### config.mk
export PLATFORM = sky130hd
export DESIGN_NAME = tmds_encoder_multi
export DESIGN_NICKNAME = d
export VERILOG_FILES = /design/src/rtl/tmds_pkg.sv /design/src/rtl/tmds_encoder_multi_if.sv /design/src/rtl/tmds_channel.sv /design/src/rtl/tmds_encoder_multi.sv
export SDC_FILE = /design/constraint.sdc
export NUM_CORES = 1
export LEC_CHECK = 0
export ABC_AREA = 1
export CORE_MARGIN = 2
export CORE_UTILIZATION = 59
export DETAILED_ROUTE_END_ITERATION = 8
export HOLD_SLACK_MARGIN = 0.03
export PLACE_DENSITY = 0.89
export SETUP_SLACK_MARGIN = 0.05
export SYNTH_ARGS = -nofsm -noshare
export SYNTH_HDL_FRONTEND = slang
export SYNTH_SLANG_ARGS = --single-unit
### constraint.sdc
create_clock -name clk_in -period 6.75 [get_ports clk_in]
set_input_delay 0.675 -clock clk_in [delete_from_list [all_inputs] [get_ports clk_in]]
set_output_delay 0.675 -clock clk_in [all_outputs]
set_load 0.05 [all_outputs]
### src/rtl/tmds_pkg.sv
// Shared TMDS definitions: control tokens, disparity width and the stage-1
// transition-minimisation helpers used by every channel.
package tmds_pkg;

  localparam int CNT_W = 5;

  typedef logic [9:0] tmds_sym_t;
  typedef logic signed [CNT_W-1:0] disp_t;

  // Disparity decision classes applied in stage 2.
  typedef enum logic [1:0] {
    DISP_BAL  = 2'd0,
    DISP_INV  = 2'd1,
    DISP_KEEP = 2'd2
  } disp_case_e;

  localparam tmds_sym_t CTRL_TOKEN_00 = 10'b1101010100;
  localparam tmds_sym_t CTRL_TOKEN_01 = 10'b0010101011;
  localparam tmds_sym_t CTRL_TOKEN_10 = 10'b0101010100;
  localparam tmds_sym_t CTRL_TOKEN_11 = 10'b1010101011;

  localparam disp_t DISP_ZERO  = 5'sd0;
  localparam disp_t DISP_TWO   = 5'sd2;
  localparam disp_t DISP_EIGHT = 5'sd8;

  function automatic logic [3:0] popcount8(input logic [7:0] v);
    logic [3:0] n;
    n = '0;
    for (int i = 0; i < 8; i++) begin
      n = n + {3'b000, v[i]};
    end
    return n;
  endfunction

  // XNOR chain when the byte is ones-heavy (ties broken by bit 0), XOR chain
  // otherwise; bit 8 records which chain was used (1 = XOR).
  function automatic logic [8:0] minimise(input logic [7:0] d);
    logic [3:0] nd;
    logic       use_xnor;
    logic [8:0] qm;
    nd       = popcount8(d);
    use_xnor = (nd > 4'd4) || ((nd == 4'd4) && !d[0]);
    qm       = '0;
    qm[0]    = d[0];
    for (int i = 1; i < 8; i++) begin
      qm[i] = use_xnor ? ~(d[i] ^ qm[i-1]) : (d[i] ^ qm[i-1]);
    end
    qm[8] = ~use_xnor;
    return qm;
  endfunction

  function automatic tmds_sym_t ctrl_token(input logic [1:0] c);
    tmds_sym_t t;
    case (c)
      2'b00:   t = CTRL_TOKEN_00;
      2'b01:   t = CTRL_TOKEN_01;
      2'b10:   t = CTRL_TOKEN_10;
      default: t = CTRL_TOKEN_11;
    endcase
    return t;
  endfunction

endpackage

### src/rtl/tmds_encoder_multi_if.sv
// Video-side bundle of the TMDS encoder: enable, pixel bytes, control bits
// and the encoded symbols returned by the encoder.
interface tmds_encoder_multi_if #(
  parameter int NUM_CH = 3
);
  logic                   ve;
  logic [8*NUM_CH-1:0]    data;
  logic [2*NUM_CH-1:0]    control;
  logic [10*NUM_CH-1:0]   tmds;

  modport master (
    output ve,
    output data,
    output control,
    input  tmds
  );

  modport slave (
    input  ve,
    input  data,
    input  control,
    output tmds
  );
endinterface

### src/rtl/tmds_channel.sv
// One TMDS lane: registered transition minimisation followed by a registered
// DC-balancing stage with its own running disparity.
module tmds_channel
  import tmds_pkg::*;
(
  input  logic                 clk_in,
  input  logic                 rst_in,
  tmds_encoder_multi_if.slave  bus
);

  logic [8:0] qm_p1_d;
  logic [3:0] n1_p1_d;
  logic [8:0] qm_p1_q;
  logic [3:0] n1_p1_q;
  logic       ve_p1_q;
  logic [1:0] ctrl_p1_q;

  assign qm_p1_d = minimise(bus.data[7:0]);
  assign n1_p1_d = popcount8(qm_p1_d[7:0]);

  // Stage 1: minimised word, its ones count, and the matching ve/control
  always_ff @(posedge clk_in) begin
    if (rst_in) begin
      qm_p1_q   <= '0;
      n1_p1_q   <= '0;
      ve_p1_q   <= 1'b0;
      ctrl_p1_q <= 2'b00;
    end else begin
      qm_p1_q   <= qm_p1_d;
      n1_p1_q   <= n1_p1_d;
      ve_p1_q   <= bus.ve;
      ctrl_p1_q <= bus.control[1:0];
    end
  end

  disp_t      n1_s;
  disp_t      n0_s;
  disp_t      diff_s;
  disp_t      cnt_d;
  disp_t      cnt_q;
  disp_case_e case_s;
  tmds_sym_t  sym_d;
  tmds_sym_t  sym_p2_q;

  always_comb begin
    n1_s   = disp_t'({1'b0, n1_p1_q});
    n0_s   = DISP_EIGHT - n1_s;
    diff_s = n1_s - n0_s;

    if ((cnt_q == DISP_ZERO) || (n1_s == n0_s)) begin
      case_s = DISP_BAL;
    end else if (((cnt_q > DISP_ZERO) && (n1_s > n0_s)) ||
                 ((cnt_q < DISP_ZERO) && (n0_s > n1_s))) begin
      case_s = DISP_INV;
    end else begin
      case_s = DISP_KEEP;
    end

    sym_d = CTRL_TOKEN_00;
    cnt_d = cnt_q;
    if (!ve_p1_q) begin
      sym_d = ctrl_token(ctrl_p1_q);
      cnt_d = DISP_ZERO;
    end else begin
      case (case_s)
        DISP_BAL: begin
          sym_d = {~qm_p1_q[8], qm_p1_q[8],
                   qm_p1_q[8] ? qm_p1_q[7:0] : ~qm_p1_q[7:0]};
          cnt_d = qm_p1_q[8] ? (cnt_q + diff_s) : (cnt_q - diff_s);
        end
        DISP_INV: begin
          sym_d = {1'b1, qm_p1_q[8], ~qm_p1_q[7:0]};
          cnt_d = cnt_q - diff_s + (qm_p1_q[8] ? DISP_TWO : DISP_ZERO);
        end
        DISP_KEEP: begin
          sym_d = {1'b0, qm_p1_q[8], qm_p1_q[7:0]};
          cnt_d = cnt_q + diff_s - (qm_p1_q[8] ? DISP_ZERO : DISP_TWO);
        end
        default: begin
          sym_d = CTRL_TOKEN_00;
          cnt_d = cnt_q;
        end
      endcase
    end
  end

  // Stage 2: output symbol and running disparity
  always_ff @(posedge clk_in) begin
    if (rst_in) begin
      sym_p2_q <= CTRL_TOKEN_00;
      cnt_q    <= DISP_ZERO;
    end else begin
      sym_p2_q <= sym_d;
      cnt_q    <= cnt_d;
    end
  end

  assign bus.tmds = sym_p2_q;

endmodule

### src/rtl/tmds_encoder_multi.sv
// NUM_CH independent TMDS lanes sharing one pixel clock; each lane slices its
// byte, control pair and symbol out of the flat buses.
module tmds_encoder_multi
  import tmds_pkg::*;
#(
  parameter int NUM_CH = 3
) (
  input  logic                 clk_in,
  input  logic                 rst_in,
  input  logic                 ve_in,
  input  logic [8*NUM_CH-1:0]  data_in,
  input  logic [2*NUM_CH-1:0]  control_in,
  output logic [10*NUM_CH-1:0] tmds_out
);

  for (genvar k = 0; k < NUM_CH; k++) begin : g_ch
    tmds_encoder_multi_if #(.NUM_CH(1)) ch_if ();
    tmds_sym_t sym;

    assign ch_if.ve      = ve_in;
    assign ch_if.data    = data_in[8*k +: 8];
    assign ch_if.control = control_in[2*k +: 2];
    assign sym           = ch_if.tmds;
    assign tmds_out[10*k +: 10] = sym;

    tmds_channel u_ch (
      .clk_in (clk_in),
      .rst_in (rst_in),
      .bus    (ch_if.slave)
    );
  end

endmodule

# After elaboration in Yosys (flattened, before gate mapping)
# Cells that the tools add are included.
[word_totals] ff_bits=91 out_inout_bits=30 elab_cells=246
[classes] addsub=60 magnitude_cmp=15 n_eq_ne=18 mux=51 bitwise_logic=52 n_reduce_logical=34
[ops] cell="case mux 10 bit (3 select lines)" count=6
[ops] cell="adder 4 x 1 -> 4 bit" count=36
[ops] cell="case mux 5 bit (3 select lines)" count=3
[ops] cell="subtractor 5 bit" count=9
[ops] cell="adder 5 bit" count=6
[ops] cell="greater-than comparator 5 bit" count=6
[ops] cell="2-to-1 mux 10 bit" count=3
[ops] cell="inverter 1 bit" count=28
[ops] cell="2-to-1 mux 2 bit" count=12
[ops] cell="2-to-1 mux 8 bit" count=3
[ops] cell="inverter 8 bit" count=3
[ops] cell="2-to-1 mux 1 bit" count=21
[ops] cell="XOR 1 bit" count=21
[ops] cell="== test 5 bit" count=3
[ops] cell="greater-than comparator 5 x 1 -> 1 bit (second input constant)" count=3
[ops] cell="logical NOT 5 bit" count=3
[ops] cell="< comparator 5 x 1 -> 1 bit (second input constant)" count=3
[ops] cell="2-to-1 mux 5 bit" count=3
[ops] cell="subtractor 4 x 4 -> 5 bit (first input constant)" count=3
[ops] cell="adder 1 x 1 -> 2 bit" count=6
[ops] cell="== test 2 x 1 -> 1 bit (second input constant)" count=6
[ops] cell="== test 2 bit (second input constant)" count=6
[ops] cell="== test 4 x 3 -> 1 bit (second input constant)" count=3
[ops] cell="greater-than comparator 4 x 3 -> 1 bit (second input constant)" count=3
[ops] cell="other kinds (6)" count=31

# Depth between registers and ports, before layout
# Gate-level depths: netlist (run 1).
[logic_depth] word_depth=30 depth_mapped=27 depth_no_buf=27

# By module
# From an unflattened synthesis (run 1), not the netlist that was laid out.
[hier_totals] hier_cells=953 area_unflattened_um2=7036.7
[modules_own_cells] mod="tmds_channel at g_ch[0].u_ch" n_inst=1 cells_each=316 area_per_inst_um2=2387.3 seq_area_each_um2=620.6
[modules_own_cells] mod="tmds_channel at g_ch[1].u_ch" n_inst=1 cells_each=317 area_per_inst_um2=2334.7 seq_area_each_um2=620.6
[modules_own_cells] mod="tmds_channel at g_ch[2].u_ch" n_inst=1 cells_each=320 area_per_inst_um2=2314.7 seq_area_each_um2=620.6

# Worst setup path after synthesis (run 1)
# No wires, ideal clock.
[synth_path] kind="input -> register" from="input port data_in[8]" to="register g_ch[1].u_ch.n1_p1_q[2]" setup_ns=0.128 arrival_ns=5.714 slack_ns=0.908 stages=19 path_buffers=0 path_cell_list="ha_1 -> inv_1 -> fa_1 -> fa_1 -> inv_1 -> fa_1 -> fa_1 -> nor3_1 -> o22ai_4 -> xor2_1 -> ha_1 -> inv_1 -> fa_1 -> fa_1 -> inv_1 -> fa_1 -> fa_1 -> xnor2_1 -> nor2_1"
[synth_between] elab_chain_len=30 elab_cells_between_ends=40 classes_between="14 x add/sub; 1 x order compare; 1 x eq/ne; 7 x mux; 14 x bitwise; 3 x reduce/logical"
[synth_rtl] item="start: declaration" line_no="tmds_encoder_multi.sv:11" source="input logic [8*NUM_CH-1:0] data_in,"
[synth_rtl] item="parallel branches: the longest is 10 deep, another holds adder 4 x 1 -> 4 bit"
[synth_rtl] item="2-to-1 mux 1 bit *" line_no="tmds_pkg.sv:46" source="qm[i] = use_xnor ? ~(d[i] ^ qm[i-1]) : (d[i] ^ qm[i-1]);"
[synth_rtl] item="via g_ch[1].u_ch.qm_p1_d[1]" line_no="tmds_channel.sv:11" source="logic [8:0] qm_p1_d;"
[synth_rtl] item="parallel branches: the longest is 18 deep, another holds adder 4 x 1 -> 4 bit"
[synth_rtl] item="adder 4 x 1 -> 4 bit *" line_no="tmds_pkg.sv:30" source="n = n + {3'b000, v[i]};"
[synth_rtl] item="end signal: assignment" line_no="tmds_channel.sv:30" source="n1_p1_q <= n1_p1_d;"
[synth_rtl] item="end: declaration" line_no="tmds_channel.sv:14" source="logic [3:0] n1_p1_q;"
# Mark *: on every way through the listed nets, which the timed path passes.
# A chain may end at the register's enable or synchronous reset.

# Final worst setup path (run 1)
[layout_path] from="input port data_in[0]" to="register g_ch[0].u_ch.n1_p1_q[2]"
[layout_between] elab_chain_len=30 elab_cells_between_ends=40 classes_between="14 x add/sub; 1 x order compare; 1 x eq/ne; 7 x mux; 14 x bitwise; 3 x reduce/logical"
[layout_rtl] item="parallel branches: the longest is 29 deep, another holds adder 4 x 1 -> 4 bit"
[layout_rtl] item="adder 4 x 1 -> 4 bit *" line_no="tmds_pkg.sv:30"
[layout_rtl] item="end signal: assignment" line_no="tmds_channel.sv:30"
[layout_rtl] item="end: declaration" line_no="tmds_channel.sv:14"
# Every way passes the cells marked *.

==> results.tsv, run 1 <==
metric	value	unit
outcome	finished clean	
DRT Wirelength	14400	um
setup TNS	0	ps
Syn Nets	1002	
nets@finish	1063	
Clock Path Buffers	2	
CP dominant cell by count	fa_1	
WP data required	6950	ps
post-route ant nets	0	
register area share after synthesis	27.3	%
Synth Register Bits	91	
Final period util	94.0	%
unrepaired setup endpoints after global routing	false	
DR pass1 iterations	5	
Syn. warnings	0	
clk_skew	7.16	ps
critical path's slowest cell	fa_1	
clk_lat worst skew	340	ps
crit path DAT	6550	ps
setup violators final	0	
Die Wd	110	um
crit path max fanout	6	
Hold Fails Final Rpt	0	
crit path time final	6350	ps
pin count of the biggest net entering global routing	62	
drc violations	0	
Global Route Usage Sum	24.3	%
routed via count	5521	
Synth area leaders	dfxtp_1, ha_1, inv_1	
area grow syn2layout	16.3	%
Slew HR	25.5	%
Synth Cell Area	6690	um^2
Detailed Place HPWL	10800	um
WHS	427	ps
Resize count post-CTS	0	
Inst Count DP	1047	
port bufs	62	
dominant synthesized flop cell	dfxtp_1	
syn avg cell area	7.80	um^2
initial antenna violation count	0	
hold buffer count at CTS	0	
CP Class	in -> reg	
vias in the first global route	5676	
Starting Density	61.1	%
clock slew at reported path FFs	70	ps
Final Wtd Congestion	0.899	
maxcap violations	0	
slew of the pin with the lowest slew margin	1110	ps
Max Slew Vio Count	0	
Num CTS Buffers	9	
io pins	63	
Row Count	38	
first-pass GRT wire length	25100	um
wire per inst	13.6	um
CTS root buffer	clkbuf_16	
DIE AREA	12200	um^2
Hold Path Class	reg -> reg	
H-tree Lvls	3	
CP Launch Type	primary input	
Syn Inst Count	857	
vias per inst	5.19	
clock tree sinks	91	
Max Freq	0.158	GHz
largest stage delay on the critical path	540	ps
Synth async-reset ratio	0	%
CTS tree	done	
DRT iter0 DRCs	372	
post-synth cell types	44	
Synth area leader	dfxtp_1	
Post-CTS Setup Inserts	0	
CP endpoint kind	register	
Post-synth EDFFs	0	
Die Ht	110	um
share of cells above drive strength 1	6.61	%
n_diodes	0	
Post-Route Utilization	71.1	%
core footprint	10900	um^2
Synth top area share	27.3	%
GRT overflow	0	
critical path, cell by cell	clkdlybuf4s50_1 > ha_1 > inv_1 > fa_1 > fa_1 > inv_1 > fa_1 > fa_1 > nor2_1 > nand2_1 > nand2_1 > nand2_2 > nand2_1 > nand3_1 > nand2_1 > xor2_1 > fa_1 > inv_1 > fa_1 > inv_1 > fa_1 > fa_1 > xor2_1 > nor2_1	
final cell count without fillers	1063	
-- per-layer routing --
metal  GRT usage, %  share of wire, %  wire (um)  vias to the layer above
li1               -                 -          -                     2774
met1           28.6                42       6050                     2556
met2           45.3                52       7480                      169
met3           3.57               4.5        654                       22
met4           7.58               1.7        250                        0
met5              0                 0          0                        -
-- synth_stat cells (all sizes together) (2+ instances only) --
cell	n
xor2	39
nand2	142
nand3	63
nand4	3
o211ai	2
nor2	86
a31oi	8
a22oi	5
o31ai	4
clkbuf	9
xnor2	17
fa	27
and2	3
o21a	2
nand3b	3
nor2b	2
o21ai	34
buf	4
a21oi	39
or2	3
inv	174
ha	85
dfxtp	91
o22ai	3
nor3	6
-- critical path: cells and delay by family --
kind	cells	cell delay [ps]
xor gates and xnor gates	2	350
buffers and inverters	5	720
and+or+nand+nor	8	730
adders and majority gates	9	4060
-- final cells by class --
cell class | instances | area [um^2]
Fill cell | 794 | 3160
Sequential cell | 91 | 1820
Clock inverter | 6 | 111
Clock buffer | 10 | 239
Multi-Input combinational cell | 579 | 4150
Inverter | 174 | 653
Timing Repair Buffer | 63 | 623
Tap cell | 140 | 175
-- kinds of logic after synthesis --
kind of cell | synth area share (%)
simple gates | 20.6
buf+inv | 10.6
fa+ha+maj | 24.0
compound gates | 9.06
flops | 27.3
xor+xnor | 8.40
-- worst paths after layout --
path                           startpoint                      end  slack [ps]  depth (start not counted)
setup / recovery               data_in[0]  g_ch[0].u_ch.n1_p1_q[2]         400                         24
hold reg to reg     g_ch[1].u_ch.cnt_q[0]    g_ch[1].u_ch.cnt_q[0]         430                          2
hold / removal      g_ch[1].u_ch.cnt_q[0]    g_ch[1].u_ch.cnt_q[0]         430                          2
setup reg to reg  g_ch[1].u_ch.n1_p1_q[1]    g_ch[1].u_ch.cnt_q[4]        3400                         20
-- stage by stage --
step	area [um^2]	worst slack, ps
after global placement	7420	320
after CTS	7770	412
after global routing	7770	64.7
final	7770	404
after detailed placement	7420	133
after floorplan	6690	908
-- registers in the layout (all words and copies together), names as in the netlist --
register	count
g_ch.u_ch.ctrl_p1_q	6
g_ch.u_ch.ve_p1_q	1
g_ch.u_ch.cnt_q	15
g_ch.u_ch.bus.tmds	30
g_ch.u_ch.qm_p1_q	27
g_ch.u_ch.n1_p1_q	12
-- placed cells by master, fill, tap and decap left out, types with 2 or more instances in the layout --
cell	Yosys	routed
inv_1	169	169
nand2_1	125	125
dfxtp_1	91	91
ha_1	85	85
nor2_1	83	83
nand3_1	63	63
clkdlybuf4s50_1	0	61
a21oi_1	36	36
xor2_1	34	34
fa_1	27	27
o21ai_0	19	19
xnor2_1	14	14
o21ai_1	14	14
nand2_2	13	13
clkbuf_16	0	9
a31oi_1	8	8
nor3_1	6	6
inv_2	5	5
a22oi_1	5	5
nand2_4	4	4
xor2_2	4	4
o31ai_1	4	4
xnor2_2	3	3
and2_1	3	3
nand3b_1	3	3
or2_2	3	3
nand4_1	3	3
bufinv_16	0	3
a21oi_4	2	2
nor2_4	2	2
o211ai_1	2	2
nor2b_1	2	2
o21a_1	2	2
Power of run 1 is not shown: default switching activity piles up to over one toggle a cycle in this logic, so the estimate is an artifact.
==> run 2: changes to the inputs <==
--- a/config.mk
+++ b/config.mk
@@ -5,12 +5,13 @@
 export SDC_FILE = /design/constraint.sdc
 export NUM_CORES = 1
 export LEC_CHECK = 0
-export ABC_AREA = 1
+export CELL_PAD_IN_SITES_DETAIL_PLACEMENT = 1
+export CELL_PAD_IN_SITES_GLOBAL_PLACEMENT = 2
 export CORE_MARGIN = 2
-export CORE_UTILIZATION = 59
+export CORE_UTILIZATION = 36
 export DETAILED_ROUTE_END_ITERATION = 8
 export HOLD_SLACK_MARGIN = 0.03
-export PLACE_DENSITY = 0.89
+export PLACE_DENSITY = 0.87
 export SETUP_SLACK_MARGIN = 0.05
 export SYNTH_ARGS = -nofsm -noshare
 export SYNTH_HDL_FRONTEND = slang
==> constraint.sdc (replaced) <==
create_clock -name clk_in -period 6.85 [get_ports clk_in]
set_input_delay 0.685 -clock clk_in [delete_from_list [all_inputs] [get_ports clk_in]]
set_output_delay 0.685 -clock clk_in [all_outputs]
set_load 0.05 [all_outputs]
==> results.tsv, run 2 <==
metric	value	unit
outcome	finished clean	
Die Ht	138	um
DIE AREA	19200	um^2
fill count	2038	
Post-synth top cells	inv_1, dfxtp_1, ha_1	
vias in the first global route	5362	
clk_skew	13.1	ps
Final Wtd Congestion	0.834	
R2R cell count	14	
Row Count	49	
Syn. warnings	0	
Syn Nets	861	
Detailed Place HPWL	12400	um
drc violations	0	
CP endpoint kind	register	
core footprint	17800	um^2
routed via count	4969	
CTS root buffer	clkbuf_16	
nets@finish	918	
WP data required	7140	ps
dominant synthesized flop cell	dfxtp_1	
setup violators final	0	
maxcap violations	0	
initial antenna violation count	0	
commonest non-fill, non-tap cell in the layout	inv_1	
Hold Fails Final Rpt	0	
share of cells above drive strength 1	4.63	%
unrepaired setup endpoints after global routing	false	
hold buffer count at CTS	0	
Largest register FFs	30	
DRT Wirelength	15500	um
register area share after synthesis	28.0	%
post-route ant nets	0	
wire per inst	15.4	um
hold path startpoint	g_ch[2].u_ch.cnt_q[0]	
Synth async-reset ratio	0	%
CP Class	in -> reg	
flop2flop setup slack	3120	ps
commonest non-fill, non-tap cells in the layout	inv_1, dfxtp_1, ha_1	
Die Wd	138	um
pin count of the biggest net entering global routing	53	
port bufs	62	
Final period util	93.6	%
Syn Inst Count	716	
reg2reg start	g_ch[1].u_ch.n1_p1_q[1]	
Synth area leaders	dfxtp_1, ha_1, fa_1	
DR pass1 iterations	4	
setup TNS	0	ps
crit path DAT	6700	ps
Post-CTS Setup Inserts	0	
top-count cell post-synth	inv_1	
GRT overflow	0	
clk_lat worst skew	360	ps
post-synth cell types	56	
io pins	63	
Starting Density	36.5	%
n_diodes	0	
Clock Path Buffers	2	
Worst Hold Path Cells	1	
Worst Hold End	g_ch[2].u_ch.cnt_q[0]	
Synth Cell Area	6510	um^2
vias per inst	4.93	
syn avg cell area	9.09	um^2
area grow syn2layout	17.8	%
Resize count post-CTS	0	
CTS tree	done	
Post-synth EDFFs	0	
Crit Reg-Reg Endpoint	g_ch[1].u_ch.cnt_q[4]	
Hold Path Class	reg -> reg	
clock tree sinks	91	
Max Freq	0.156	GHz
Synth top area share	28.0	%
Global Route Usage Sum	16.6	%
DRT iter0 DRCs	178	
clock slew at reported path FFs	60	ps
Max Slew Vio Count	0	
first-pass GRT wire length	26200	um
Synth Register Bits	91	
crit path max fanout	4	
H-tree Lvls	3	
crit path time final	6410	ps
CP Launch Type	primary input	
Synth area leader	dfxtp_1	
Num CTS Buffers	9	
Slew HR	55.5	%
slew of the pin with the lowest slew margin	662	ps
==> run 2: critical path: stages <==
cell and delay [ps]:
clkdlybuf4s50_1 480, ha_1 380, inv_1 80, fa_1 450, fa_1 490, inv_1 50
fa_1 400, fa_1 450, nor3b_1 280, o21ai_0 140, a21oi_1 250, xnor2_1 120
ha_1 290, inv_1 50, fa_1 540, inv_1 60, fa_1 490, fa_1 420
inv_1 100, fa_1 400, nor2_1 100
==> run 2: final cells by class <==
type,count,area [um^2],area share [%]
repair buffers,67,653,8.52
clock inverters,6,70.1,0.914
multi-input cells,511,4240,55.4
flip-flops and latches,91,1820,23.8
well taps,229,287,3.74
inverters,93,349,4.56
clock buffers,10,239,3.12
==> run 2: layer usage <==
| metal | routed length, um | track usage [%] | vias up |
|---|---|---|---|
| met3 | 409 | 3.01 | 14 |
| li1 | - | - | 2487 |
| met1 | 7190 | 20.6 | 2407 |
| met5 | 0 | 0 | - |
| met4 | 221 | 4.78 | 0 |
| met2 | 7650 | 29.4 | 61 |
==> run 2: through the flow <==
step | setup WS [ps] | area [um^2] | utilization [%] | cells | hold slack, ps
floorplan | 879 | 6510 | - | 716 | 421
global placement | 336 | 7350 | 41.2 | 991 | 443
detailed placement | 43.3 | 7350 | 41.2 | 991 | 458
CTS | 413 | 7660 | 43.0 | 1007 | 482
global route | 165 | 7660 | 43.0 | 1007 | 505
finish | 441 | 7660 | 43.0 | 1007 | 480
==> run 2: worst max path at each step <==
stage	start	endpoint	slack [ps]	cells past startpoint
global placement	data_in[8]	g_ch[1].u_ch.n1_p1_q[2]	340	21
global route	data_in[8]	g_ch[1].u_ch.n1_p1_q[2]	170	21
floorplan	data_in[16]	g_ch[2].u_ch.n1_p1_q[1]	880	20
CTS	data_in[8]	g_ch[1].u_ch.n1_p1_q[2]	410	21
finish	data_in[16]	g_ch[2].u_ch.n1_p1_q[1]	440	21
detailed placement	data_in[8]	g_ch[1].u_ch.n1_p1_q[2]	40	21
==> run 2: logic make-up (layout without fill, tap and decap cells) <==
logic type,Yosys count,in the layout,synth area share (%)
simple gates,198,198,16.3
compound gates,119,119,12.1
buf+inv,114,176,6.77
fa+ha+maj,112,112,24.7
flops,91,91,28.0
xor+xnor,72,72,10.5
mux,10,10,1.63
Power of run 2 is left out for the same reason.
